File: src/rtl/data_store_buffer.sv
// Posted-write buffer between the data cache controllers and external memory:
// in-order drain over req/ack, with same-cycle load forwarding from buffered stores.
module data_store_buffer #(
  parameter int DEPTH      = 4,
  parameter int ADDR_WIDTH = 32,
  parameter int DATA_WIDTH = 32
) (
  input  logic                  clk_i,
  input  logic                  rst_i,
  input  logic                  ldu_push_i,
  input  logic [ADDR_WIDTH-1:0] ldu_address_i,
  input  logic [DATA_WIDTH-1:0] ldu_data_i,
  input  logic                  stu_push_i,
  input  logic [ADDR_WIDTH-1:0] stu_address_i,
  input  logic [DATA_WIDTH-1:0] stu_data_i,
  input  logic [1:0]            stu_width_i,
  output logic                  ldu_accept_o,
  output logic                  stu_accept_o,
  output logic                  port_idle_o,
  output logic                  full_o,
  output logic                  empty_o,
  input  logic [ADDR_WIDTH-1:0] load_address_i,
  output logic                  address_match_o,
  output logic                  partial_match_o,
  output logic [DATA_WIDTH-1:0] forward_data_o,
  output logic                  mem_request_o,
  output logic [ADDR_WIDTH-1:0] mem_address_o,
  output logic [DATA_WIDTH-1:0] mem_data_o,
  output logic [1:0]            mem_width_o,
  input  logic                  mem_acknowledge_i
);

  localparam int PW = $clog2(DEPTH);
  localparam int CW = PW + 1;

  typedef enum logic {IDLE, REQ} state_t;

  logic [ADDR_WIDTH-1:0] entry_addr  [DEPTH];
  logic [DATA_WIDTH-1:0] entry_data  [DEPTH];
  logic [1:0]            entry_width [DEPTH];
  logic [DEPTH-1:0]      entry_valid;
  logic [PW-1:0]         head;
  logic [PW-1:0]         tail;
  logic [CW-1:0]         count;
  state_t                state;

  logic                  push;
  logic                  pop;
  logic [ADDR_WIDTH-1:0] push_addr;
  logic [DATA_WIDTH-1:0] push_data;
  logic [1:0]            push_width;

  assign full_o       = (count == CW'(DEPTH));
  assign empty_o      = (count == '0);
  assign port_idle_o  = !full_o;
  assign ldu_accept_o = ldu_push_i & !full_o;
  assign stu_accept_o = stu_push_i & !full_o & !ldu_push_i;
  assign push         = ldu_accept_o | stu_accept_o;
  assign pop          = (state == REQ) & mem_acknowledge_i;

  // Writebacks from the load unit are always whole words
  assign push_addr  = ldu_push_i ? ldu_address_i : stu_address_i;
  assign push_data  = ldu_push_i ? ldu_data_i    : stu_data_i;
  assign push_width = ldu_push_i ? 2'b10         : stu_width_i;

  // Entry payload carries no reset; entry_valid and count qualify it
  always_ff @(posedge clk_i) begin
    if (push) begin
      entry_addr[tail]  <= push_addr;
      entry_data[tail]  <= push_data;
      entry_width[tail] <= push_width;
    end
  end

  always_ff @(posedge clk_i) begin
    if (rst_i) begin
      entry_valid   <= '0;
      head          <= '0;
      tail          <= '0;
      count         <= '0;
      state         <= IDLE;
      mem_request_o <= 1'b0;
      mem_address_o <= '0;
      mem_data_o    <= '0;
      mem_width_o   <= '0;
    end else begin
      if (push) begin
        entry_valid[tail] <= 1'b1;
        tail              <= tail + 1'b1;
      end
      if (pop) begin
        entry_valid[head] <= 1'b0;
        head              <= head + 1'b1;
      end
      case ({push, pop})
        2'b10:   count <= count + 1'b1;
        2'b01:   count <= count - 1'b1;
        default: count <= count;
      endcase

      // Drain: head is latched on entry to REQ and held until acknowledged
      case (state)
        IDLE: begin
          if (count != '0) begin
            state         <= REQ;
            mem_request_o <= 1'b1;
            mem_address_o <= entry_addr[head];
            mem_data_o    <= entry_data[head];
            mem_width_o   <= entry_width[head];
          end
        end
        REQ: begin
          if (mem_acknowledge_i) begin
            state         <= IDLE;
            mem_request_o <= 1'b0;
          end
        end
        default: state <= IDLE;
      endcase
    end
  end

  logic                  hit;
  logic                  hit_wide;
  logic [DATA_WIDTH-1:0] hit_data;
  logic [PW-1:0]         idx;

  // Walk oldest to youngest so the last match seen is the one closest to tail
  always_comb begin
    hit      = 1'b0;
    hit_wide = 1'b0;
    hit_data = '0;
    idx      = '0;
    for (int i = 0; i < DEPTH; i++) begin
      idx = head + PW'(i);
      if (entry_valid[idx] &&
          entry_addr[idx][ADDR_WIDTH-1:2] == load_address_i[ADDR_WIDTH-1:2]) begin
        hit      = 1'b1;
        hit_wide = entry_width[idx][1];
        hit_data = entry_data[idx];
      end
    end
    address_match_o = hit & hit_wide;
    partial_match_o = hit & !hit_wide;
    forward_data_o  = hit ? hit_data : '0;
  end

endmodule

File: config.mk
export PLATFORM = sky130hd
export DESIGN_NAME = data_store_buffer
export DESIGN_NICKNAME = d
export VERILOG_FILES = /design/src/rtl/data_store_buffer.sv
export SDC_FILE = /design/constraint.sdc
export NUM_CORES = 1
export LEC_CHECK = 0
export ABC_AREA = 0
export CAP_MARGIN = 20
export CORE_ASPECT_RATIO = 0.7
export CORE_UTILIZATION = 40
export DETAILED_ROUTE_END_ITERATION = 16
export SLEW_MARGIN = 40
export SYNTH_ARGS = -nofsm -noshare
export SYNTH_HDL_FRONTEND = slang
export SYNTH_SLANG_ARGS = --single-unit
File: constraint.sdc
create_clock -name clk_i -period 5 [get_ports clk_i]
set_input_delay 0.75 -clock clk_i [delete_from_list [all_inputs] [get_ports clk_i]]
set_output_delay 0.75 -clock clk_i [all_outputs]
set_load 0.05 [all_outputs]
==> metrics.sh, run 1 <==
GPL.FINAL_WEIGHTED_CONGESTION=0.982
POWER_FRAC_COMB=0.455
POWER_DENSITY_mW_PER_MM2=467
FIN_TNS_SETUP_PS=-106
CORE_AREA_MM2=0.0513
SYNTHESIS.AREA_PER_INSTANCE_UM2=13.2
NETS=2055
CLKPWRFRAC=0.216
STATIC-LEAKAGE-POWER_uW=0.00876
CRITPATHMAXFANOUT=8
DRT_PRE_ANTENNA_ITERS=6
PATH_DEPTH=15
CP_DATA_REQUIRED_TIME_PS=4250
DRIVE_ABOVE_1_SHARE=0.322
POSTROUTEANTENNANETS=0
OUTCOME='finished, violations left'
MAXIMUM_NUMBER_OF_PINS_ON_ONE_NET_BEFORE_GLOBAL_ROUTE_REPAIR=81
IO-PIN-COUNT=273
TIMING.CRITICAL_PATH.MODE_CELL='buf_12'
CTS_BUFFERS=37
BUFFER_CELL_DRIVING_THE_CLOCK_TREE_ROOT='clkbuf_16'
WORST_CLOCK_SKEW_PS=18.2
TIGHTEST_SLEW_PS=794
GRT_PASS1_WL_MM=102
NETLIST-CELL-TYPE-COUNT=69
REG2REGPATHDEPTH=7
CRIT-REG2REG-CAPTURE='entry_valid[1]'
HOLD_PATH.CLASS='register to register'
YS.FLOP_TYPE='edfxtp_1'
WORST_PATH_DOMINANT_CELL_FAMILY='buffers and inverters'
CLK-INSERTION-DELAY-LATE_PS=560
NETLIST_AREA_MM2=0.0210
SETUP_VIOL=5
VDD.IR_DROP.WORST_V=0.000392
DIE_AREA_MM2=0.0534
CRIT_TYPE='register to primary output'
RR_STARTPOINT='count[0]'
MAXSLEWVIOLCOUNT=0
POST-ROUTE-PERIOD-UTIL=1.01
DRCVIOLATIONCOUNT=0
HOLD_DEPTH=2
NUMCLOCKSINKS=345
TIMING.CRITICAL_PATH.BUF_INV=6
MIN_FROM='mem_address_o[16]'
GRT_USAGE=0.260
CP-END-KIND='primary output'
CRIT_PATH_TOP_DELAY_CELL='mux4_2'
POSTSYNTHREGISTERBITS=345
CTS-ROOT-TO-SINK-BUFFERS=3
DRT_WL_TOTAL_MM=71.3
PORT_BUFFERS=270
POSTLAYOUTCOREUTIL=0.539
DP.FINAL_HPWL_MM=48.4
TIMING.HOLD.WORST_ENDPOINT='mem_address_o[16]'
TOTAL_SWITCHING_POWER_uW=5140
CELLS_ALONG_THE_CRITICAL_PATH='inv_4 -> ha_4 -> buf_12 -> mux4_2 -> xnor2_1 -> nand4_1 -> nor4_2 -> nand4_1 -> buf_6 -> buf_12 -> buf_4 -> nor2b_2 -> a31oi_2 -> a221oi_4 -> buf_12'
NUM_VIAS=15800
ANTENNA-DIODE-COUNT=0
MAX_FREQ_MHz=199
SEQ_AREA_FRAC_SYNTH=0.455
START_KIND='register'
DPL.CELL_COUNT=2485
YS_WARN_COUNT=0
POSTSYNTHNETCOUNT=1765
AREA_GROWTH_PCT=31.6
LAYOUT.CELLS.NON_FILLER=2580
DATA_ARRIVAL_TIME_OF_THE_CRITICAL_PATH_PS=4280
GRT_ANTENNA_BEFORE_REPAIR=0
HOLD_VIOL_FINAL=0
CTS-HTREE-LEVELS=2
TOTALPOWERFINAL_uW=12900
WORST_PATH_LARGEST_CELL_DELAY_PS=520
REGISTER_SHARE_OF_TOTAL_POWER=0.329
CELL_COUNT_AFTER_SYNTHESIS=1588
SWITCHING_SHARE=0.398
MAXSLEWHEADROOM=0.471
FAILED_CHECKS='negative setup slack'
DRT_ITER0_MARKERS=1745
VERTICAL_DIE_DIMENSION_UM=194
CAP_VIOLATIONS=0
START_UTIL=0.409
GRT_PASS1_VIAS=15300
SYNTH-ASYNC-RESET-RATIO=0
P_INT_uW=7760
PLACEMENT_ROWS=69
WL_PER_CELL_UM=27.6
GRT_SETUP_UNREPAIRED='yes'
PATH_CLK_SLEW_PS=60
FINAL_PERIOD_MINUS_WORST_SETUP_SLACK_PS=5030
WORST_REG2REG_SETUP_SLACK_PS=2300
DIE_W_UM=276
CTS_TREE='done'
POST-ROUTE-WORST-SETUP-SLACK_PS=-32.6
AVERAGE_VIAS_PER_PLACED_INSTANCE=6.11
NUMBER_OF_SYNTHESIZED_FLOPS_WITH_AN_ENABLE_PIN=264
GRT.OVERFLOW.TOTAL=0
-- layout by cell type (no fill, tap or decap), types with 9 or more instances in the layout --
cell type and n:
nand4_1 11, a31oi_2 16, mux4_2 188, clkbuf_1 10, buf_6 14, mux2_2 79
nand3_1 9, mux2i_2 11, o211ai_1 10, a221oi_4 29, nor2_2 15, a31oi_1 15
mux2i_1 86, o21ai_0 12, clkdlybuf4s50_1 234, o22ai_1 11, inv_1 21, clkbuf_16 43
nand2_1 146, buf_4 81, xor2_1 18, a21oi_1 79, dfxtp_1 77, nor2b_1 19
edfxtp_1 264, xnor2_1 81, buf_12 52, nor2_1 85
-- state kept, by name (all words and copies together), names as in the netlist, named ones only --
name / flops
entry_width: 8
state: 1
head: 2
entry_valid: 4
entry_addr: 128
mem_address_o: 32
entry_data: 128
tail: 2
mem_request_o: 1
mem_width_o: 2
count: 3
mem_data_o: 32
-- routing by layer --
| layer | routed length (um) | vias up | GRT usage |
|---|---|---|---|
| met5 | 0 | - | 0 |
| met1 | 32600 | 8152 | 0.397 |
| met3 | 6770 | 86 | 0.0661 |
| li1 | - | 6808 | - |
| met4 | 1450 | 0 | 0.0582 |
| met2 | 30500 | 728 | 0.369 |
-- Yosys cell counts, types with 5 or more instances --
library cell | number | area share
a2111oi_0 | 9 | 0.0038
a211oi_1 | 7 | 0.0025
a21oi_1 | 80 | 0.019
a221oi_1 | 8 | 0.0033
a221oi_2 | 28 | 0.020
a222oi_1 | 5 | 0.0024
a31oi_1 | 32 | 0.0095
and2_1 | 8 | 0.0024
and2b_1 | 6 | 0.0021
buf_1 | 23 | 0.0041
buf_2 | 26 | 0.0062
buf_4 | 7 | 0.0025
buf_6 | 6 | 0.0032
clkbuf_1 | 74 | 0.013
dfxtp_1 | 81 | 0.077
edfxtp_1 | 264 | 0.38
ha_1 | 9 | 0.0054
inv_1 | 22 | 0.0039
mux2_2 | 81 | 0.043
mux2i_1 | 96 | 0.046
mux4_2 | 188 | 0.20
nand2_1 | 146 | 0.026
nand2b_1 | 8 | 0.0024
nand3_1 | 9 | 0.0021
nand4_1 | 11 | 0.0033
nor2_1 | 101 | 0.018
nor2b_1 | 26 | 0.0077
nor3_1 | 6 | 0.0014
nor4_1 | 10 | 0.0030
o2111ai_1 | 9 | 0.0038
o211ai_1 | 10 | 0.0036
o21ai_0 | 12 | 0.0029
o22ai_1 | 12 | 0.0036
xnor2_1 | 89 | 0.037
xor2_1 | 20 | 0.0083
-- kinds of logic (layout without fill, tap and decap cells) --
family          Yosys count  count (layout)  share of synthesized area
xor+xnor                109             109                     0.0455
flops                   345             345                      0.455
compound gates          247             247                     0.0899
fa+ha+maj                10              10                    0.00632
simple gates            344             345                     0.0734
mux                     367             367                      0.292
buf+inv                 166             483                     0.0378
-- tightest hold or removal path: cells and delay by family, from the launching register on --
family | cells | cell delay, ps
compound gates | 1 | 50
flops | 1 | 300
simple gates | 1 | 50
-- power groups by stage --
| stage | Sequential, uW | Clock [uW] | Combinational, uW |
|---|---|---|---|
| after floorplan | 4920 | 0 | 2970 |
| after global placement | 4270 | 0 | 5490 |
| after detailed placement | 4300 | 0 | 5510 |
| after CTS | 4240 | 2830 | 5690 |
| after global routing | 4330 | 2940 | 6180 |
| final | 4250 | 2780 | 5870 |
-- stage by stage --
step                setup WS, ps  hold WS [ps]  area [um2]
floorplan                  -51.3           480       21400
global placement             117           443       25500
detailed placement           119           445       25500
CTS                         2.24           454       27000
global route                -129           471       27600
finish                     -32.6           451       27600
-- what timing repair did --
item	CTS	global route
setup endpoints to repair	34	33
hold buffers	0	0
pin swaps	4	30
resized for setup	17	90
buffers inserted	7	12
gates cloned	2	7
-- how the worst max path moves through the flow --
stage / startpoint / to / slack (ps)
floorplan: head[0] / forward_data_o[1] / -50
global placement: load_address_i[17] / forward_data_o[11] / 120
detailed placement: load_address_i[17] / forward_data_o[16] / 120
CTS: head[0] / forward_data_o[16] / 2
global route: head[0] / forward_data_o[27] / -130
finish: head[0] / forward_data_o[27] / -30
-- layout make-up --
| type | instances | area (um2) |
|---|---|---|
| clock buffers | 54 | 1070 |
| clock inverters | 13 | 145 |
| fillers | 4305 | 23700 |
| inverters | 25 | 101 |
| multi-input cells | 1078 | 11500 |
| flip-flops and latches | 345 | 9560 |
| well taps | 674 | 843 |
| repair buffers | 391 | 4410 |
Note: power is estimated with default switching activity, not from simulation.
==> run 2, diff against run 1 <==
- CAP_MARGIN: 20 -> not set
==> results of run 2 <==
Same layout as run 1: the final DEF is identical, and so are final timing and power.
